--- src/rtl/static_to_dynamic_7seg_scanner.sv ---
// static_to_dynamic_7seg_scanner: scans a snapshotted static segment image onto one-hot digit strobes; DYNAMIC_7SEG_BLANK_GAP_EN adds an all-off gap between digits
module static_to_dynamic_7seg_scanner #(
    parameter int w_digit      = 8,
    parameter int w_seg        = 8,
    parameter int dwell_cycles = 4096,
    parameter int blank_cycles = 256
) (
    input  logic                           clk,
    input  logic                           rst,
    input  logic                           enable,
    input  logic [w_digit-1:0][w_seg-1:0]  hex,
    output logic [w_seg-1:0]               hgfedcba,
    output logic [w_digit-1:0]             digit,
    output logic                           frame_start
);
    localparam int cw = $clog2((dwell_cycles > blank_cycles ? dwell_cycles : blank_cycles) + 1);
    localparam int iw = w_digit > 1 ? $clog2(w_digit) : 1;
`ifdef DYNAMIC_7SEG_BLANK_GAP_EN
    typedef enum logic [1:0] {IDLE, SHOW, BLANK} state_t;
`else
    typedef enum logic [1:0] {IDLE, SHOW} state_t;
`endif
    state_t                        state, state_n;
    logic [iw-1:0]                 idx, idx_n, ni;
    logic [cw-1:0]                 cnt, cnt_n;
    logic [w_digit-1:0][w_seg-1:0] snap, snap_n;
    logic [w_seg-1:0]              seg_n;
    logic [w_digit-1:0]            dig_n;
    logic                          fs_n, wrap;
    assign wrap = idx == iw'(w_digit - 1);
    assign ni   = wrap ? '0 : idx + iw'(1);
    always_ff @(posedge clk) begin
        if (!rst) begin
            state       <= IDLE;
            idx         <= '0;
            cnt         <= '0;
            snap        <= '0;
            hgfedcba    <= '0;
            digit       <= '0;
            frame_start <= 1'b0;
        end else begin
            state       <= state_n;
            idx         <= idx_n;
            cnt         <= cnt_n;
            snap        <= snap_n;
            hgfedcba    <= seg_n;
            digit       <= dig_n;
            frame_start <= fs_n;
        end
    end
    // Outputs are computed as next-state values so they appear on the edge that changes state
    always_comb begin
        state_n = state;
        idx_n   = idx;
        cnt_n   = cnt;
        snap_n  = snap;
        seg_n   = hgfedcba;
        dig_n   = digit;
        fs_n    = 1'b0;
        if (!enable) begin
            state_n = IDLE;
            idx_n   = '0;
            cnt_n   = '0;
            seg_n   = '0;
            dig_n   = '0;
        end else if (state == IDLE) begin
            state_n = SHOW;
            idx_n   = '0;
            cnt_n   = '0;
            snap_n  = hex;
            seg_n   = hex[0];
            dig_n   = w_digit'(1);
            fs_n    = 1'b1;
        end else if (state == SHOW && cnt != cw'(dwell_cycles - 1)) begin
            cnt_n = cnt + cw'(1);
`ifdef DYNAMIC_7SEG_BLANK_GAP_EN
        end else if (state == SHOW) begin
            state_n = BLANK;
            cnt_n   = '0;
            seg_n   = '0;
            dig_n   = '0;
        end else if (cnt != cw'(blank_cycles - 1)) begin
            cnt_n = cnt + cw'(1);
`endif
        end else begin
            state_n = SHOW;
            idx_n   = ni;
            cnt_n   = '0;
            snap_n  = wrap ? hex : snap;
            seg_n   = wrap ? hex[0] : snap[ni];
            dig_n   = w_digit'(1) << ni;
            fs_n    = wrap;
        end
    end
endmodule

--- config.mk ---
export PLATFORM = sky130hd
export DESIGN_NAME = static_to_dynamic_7seg_scanner
export DESIGN_NICKNAME = d
export VERILOG_FILES = /design/src/rtl/static_to_dynamic_7seg_scanner.sv
export SDC_FILE = /design/constraint.sdc
export NUM_CORES = 1
export LEC_CHECK = 0
export BUFFER_PORTS_ARGS = -buffer_cell sky130_fd_sc_hd__buf_2
export CORE_ASPECT_RATIO = 0.6
export CORE_MARGIN = 1.5
export CORE_UTILIZATION = 30
export CTS_CLUSTER_SIZE = 8
export DETAILED_ROUTE_END_ITERATION = 10
export GPL_TIMING_DRIVEN = 0
export PLACE_DENSITY = 0.46
export SLEW_MARGIN = 20
export SYNTH_ARGS = -nofsm -noshare
export SYNTH_HDL_FRONTEND = slang
export SYNTH_SLANG_ARGS = --single-unit
--- constraint.sdc ---
create_clock -name clk -period 5.7 [get_ports clk]
set_clock_uncertainty 0.05 [all_clocks]
set_input_delay 0.855 -clock clk [delete_from_list [all_inputs] [get_ports clk]]
set_output_delay 0.855 -clock clk [all_outputs]
set_load 0.02 [all_outputs]
# After elaboration in Yosys (flattened, before gate mapping)
# Index checks and enable logic that the tools add are counted.
[word_totals]
regBits = 98
elab_cells = 47
[op_classes]
addsub = 2
order_cmp = 1
n_eq_ne = 3
shift = 1
muxes = 15
n_bitwise = 3
n_reduce_logical = 7
[ops]
columns = ["cell", "n"]
rows = [
  ["64-bit two-way mux", 3],
  ["8-bit two-way mux", 4],
  ["8-bit binary-select mux with 3-bit select", 1],
  ["13-bit by 1-bit adder with 13-bit output (second input constant)", 1],
  ["13-bit by 12-bit != test with 1-bit output (second input constant)", 1],
  ["1-bit by 3-bit left shift with 8-bit output (first input constant)", 1],
  ["1-bit two-way mux", 6],
  ["3-bit by 4-bit less-than comparator with 1-bit output (second input constant)", 1],
  ["4-bit OR reduction", 1],
  ["3-bit by 1-bit adder with 3-bit output (second input constant)", 1],
  ["3-bit == test (second input constant)", 1],
  ["3-bit two-way mux", 1],
  ["1-bit NOT", 3],
  ["3-bit AND reduction", 1],
  ["3-bit OR reduction", 1],
  ["2-bit zero test", 1],
  ["2-bit != test (second input constant)", 1],
  ["2-bit AND reduction", 1],
  ["2-bit nonzero test", 1],
  ["1-bit logical AND", 1],
]

# Logic depth before layout (Yosys ltp)
[depth]
word_depth = 7
mapped_depth = 8
depth_no_buf = 6

# Least setup slack after synthesis
# No wires, ideal clock.
[synth_timing]
path_kind = "register -> register"
startpoint = "reg idx[0]"
endpoint = "reg hgfedcba[1]"
t_arrival_ns = 2.041
t_required_ns = 5.527
setup_slack_ns = 3.485
stages_incl_launch_ff = 8
path_buffers = 1
cell_sequence = "dfxtp_1 -> ha_1 -> ha_1 -> nor2_2 -> buf_6 -> mux4_2 -> mux2i_1 -> o211ai_2"
[synth_between]
elab_chain_cells = 7
elab_cells_between_ends = 8
classes_between = "add/sub: 1; eq/ne: 1; mux: 6"
[synth_lines]
columns = ["item", "line_no", "rtl"]
rows = [
  ["start, declared", "24", "logic [iw-1:0] idx, idx_n, ni;"],
  ["start signal, assigned", "43", "idx <= idx_n;"],
  ["3-bit by 1-bit adder with 3-bit output or 3-bit == test (tied branches)", "31, 30", ""],
  ["3-bit two-way mux", "31", "assign ni = wrap ? '0 : idx + iw'(1);"],
  ["8-bit binary-select mux with 3-bit select", "90", "seg_n = wrap ? hex[0] : snap[ni];"],
  ["8-bit two-way mux (not written as such)", "90", ""],
  ["8-bit two-way mux *", "90", ""],
  ["8-bit two-way mux *", "74", "end else if (state == SHOW && cnt != cw'(dwell_cycles - 1)) begin"],
  ["8-bit two-way mux *", "66", "end else if (state == IDLE) begin"],
  ["end signal, assigned", "46", "hgfedcba <= seg_n;"],
  ["end, declared", "12", "output logic [w_seg-1:0] hgfedcba,"],
]
# Every way passes the cells marked *; elsewhere a longest branch is shown, timed or not. The select of a mux whose other input is x is not followed.
# A chain may end at the register's enable or synchronous reset.

# Worst setup path after layout
[layout_timing]
startpoint = "reg idx[0]"
endpoint = "reg hgfedcba[5]"
[layout_between]
elab_chain_cells = 7
elab_cells_between_ends = 8
classes_between = "add/sub: 1; eq/ne: 1; mux: 6"
[layout_lines]
columns = ["item", "line_no"]
rows = [
  ["3-bit by 1-bit adder with 3-bit output or 3-bit == test (tied branches)", "31, 30"],
  ["3-bit two-way mux *", "31"],
  ["via ni[1]", "24"],
  ["8-bit binary-select mux with 3-bit select *", "90"],
  ["8-bit two-way mux (not written as such) *", "90"],
  ["8-bit two-way mux *", "90"],
  ["8-bit two-way mux *", "74"],
  ["8-bit two-way mux *", "66"],
]
# Mark *: on every way through the listed nets, which the timed path passes. The rest lies on a longest branch. The select of a mux whose other input is x is not followed.

==> impl_metrics.toml <==
[outcome]
run_status = "finished clean"

[cells_and_area]
final_common_cell = "nand2_1"
layout_stage_area_growth_over_the_synthesis_result_pct = 20.9
drive_gt1_frac = 0.247
antenna-diode-count = 0
final_cell_mix = "153 x nand2_1, 98 x dfxtp_1, 91 x buf_2"
finalNetCount = 639

[pwr]
power.static_leakage_uw = 0.00214
cell_internal_pwr_uw = 1090
seqPwrFrac = 0.515
switching_share = 0.233
netSwitchingPower_uw = 331
power.share.combinational = 0.093
clockPowerShare = 0.392
vdd_ir_drop_max_uv = 130
power_density_nw_per_um2 = 268

[setup_path]
timing_worst_setup_path_type = "register to register"
r2r.worst_path.cells = 7
start_kind = "register"
crit-reg2reg-capture = "hgfedcba[5]"
timing.reg2reg.setup_slack_ns = 3.00
critPathMaxFanout = 10
arrival_ns = 2.87
required_ns = 5.86
endpoint_kind = "register"
crit-reg2reg-launch = "idx[0]"

[yosys]
postSynth.asyncResetShare = 0
syn-cell-area_um2 = 4380
yosysSeqAreaShare = 0.448
postSynthCellCount = 471
edff_count_synth = 0
area_fraction_in_and_or_nand_and_nor_cells_after_synthesis = 0.199
synth_top_flop_cell = "dfxtp_1"
synth.avg_cell_area_um2 = 9.31
synth-compound-area-share = 0.162
mappedNetlistNets = 545
post_synth_mux_area_share = 0.102
dominant_combinational_cell_family_by_area_after_synthesis = "simple AND/OR/NAND/NOR gates"
synthAdderAreaFrac = 0.0200
synth_seq_cells = 98
yosys.cell_types.count = 35
ys_warn_count = 0
synth-xor-area-share = 0.0200

[sta]
rsz0062_at_grt = "no"
fin_ws_ns = 3.00
maxSlewViolCount = 0
slew_headroom = 0.545
setup_viol_count_final = 0
setup_tns_ns = 0
timing.final.crit_period_ns = 2.70
hold_slack_ns = 0.387
report.final.hold_viol_count = 0
timing.final.crit_share = 0.474
achievable-frequency_ghz = 0.370
worst-slew-pin-transition_ns = 0.681

[clock_network]
htree_levels = 3
clkSinkCount = 98
clock_transition_at_the_registers_of_the_reported_paths_ns = 0.06
post_cts_resized = 0
cts_buffer_depth = 2
cts-buffers-inserted = 9
clock-root-buffer = "clkbuf_16"
clock_insertion_delay_worst_skew_ns = 0.33
hold_buffers = 0
post_cts.repair.setup_buffers = 0
cts_tree = "yes"

[routing]
drt_iter0_drc = 193
route.antenna.remaining_nets = 0
route.final.wire_length_um = 12000
routedWlPerCell_um = 15.8
drc = 0
routed-via-count = 3549
via_per_inst = 4.68
drt_pre_antenna_iters = 4

[placement]
place.port_buffers = 83
dp_hpwl_um = 9150
routabilityCongestion = 0.753
post-place-ws_ns = 2.94

[hold_path]
hp-start = "cnt[12]"
worstHoldPathType = "register to register"
hold_depth = 2
worstHoldEndpoint = "cnt[12]"

[floorplan]
die-area_um2 = 15400
chipHeight_um = 96.6
die_width_um = 159
design.portCount = 84
floorplan.initialDensity = 0.314
coreArea_um2 = 14000
rows = 33

[grt]
grt_overflow_total = 0
vias_in_the_first_global_route = 3530
initial_antenna_violation_count = 0
grt_max_degree = 14
grt_usage = 0.162
grt_pass1_wl_um = 19100

[flow_run]
number_of_max_cap_violations = 0
==> per-layer routing <==
metal	vias to the layer above	share of wire	global-route usage
met2	74	0.40	0.230
li1	1790	-	-
met1	1683	0.55	0.245
met5	-	0	0
met4	0	0.0022	0.0239
met3	2	0.046	0.0455
==> worst max-delay path by stage <==
stage | from | endpoint | slack [ns]
detailed placement | idx[0] | hgfedcba[5] | 2.94
floorplan | idx[0] | hgfedcba[1] | 3.49
finish | idx[0] | hgfedcba[5] | 3.00
global route | idx[0] | hgfedcba[5] | 2.79
global placement | idx[0] | hgfedcba[5] | 2.96
CTS | idx[0] | hgfedcba[5] | 2.94
==> registers in the layout, summed over array words and instances (netlist names) <==
| signal | flops |
|---|---|
| snap | 64 |
| cnt | 13 |
| hgfedcba | 8 |
| state | 1 |
| idx | 3 |
| digit | 8 |
| frame_start | 1 |
==> through the flow <==
stage / cells / area (um2) / util / total power [uW]
floorplan: 471 / 4380 / - / 819
global placement: 746 / 5040 / 0.361 / 877
detailed placement: 746 / 5040 / 0.361 / 879
CTS: 759 / 5300 / 0.380 / 1440
global route: 759 / 5300 / 0.380 / 1480
finish: 759 / 5300 / 0.380 / 1420
==> synth_stat cells (6+ instances only) <==
cell,number,area [um2]
inv_1,7,26.3
nand3_1,17,85.1
nand2_1,153,574
ha_1,7,87.6
mux2i_1,8,80.1
xor2_1,6,52.6
clkbuf_1,15,56.3
nor2_1,11,41.3
buf_4,8,60.1
a21boi_1,60,450
buf_2,8,40.0
dfxtp_1,98,1960
a21oi_1,10,50.1
o211ai_2,8,100
mux4_2,14,315
==> logic make-up after synthesis <==
kind of cell             count (synthesis)
AO/OA/AOI/OAI                           88
XOR/XNOR                                10
adder cells (fa/ha/maj)                  7
buffers and inverters                   41
flip-flops                              98
multiplexers                            24
AND/OR/NAND/NOR                        203
==> critical path: stages, from the launching register on <==
cell and delay [ns]:
dfxtp_1 0.43, inv_1 0.09, ha_1 0.28, buf_2 0.28, clkbuf_1 0.56, mux4_2 0.43
mux2i_1 0.36, o211ai_2 0.10
==> final cells by class <==
type / count / area (um2)
inverters: 7 / 26.3
clock buffers: 13 / 260
multi-input cells: 332 / 2200
repair buffers: 83 / 415
flip-flops and latches: 98 / 1960
plain buffers: 34 / 190
well taps: 192 / 240
fillers: 1474 / 8660
==> power by group through the flow <==
stage                     registers (uW)  logic, uW  clock network [uW]
after floorplan                      743       76.2                   0
after global placement               746        132                   0
after detailed placement             747        133                   0
after CTS                            731        133                 574
after global routing                 734        147                 600
final                                731        132                 556
(Power assumes the default switching activity.)
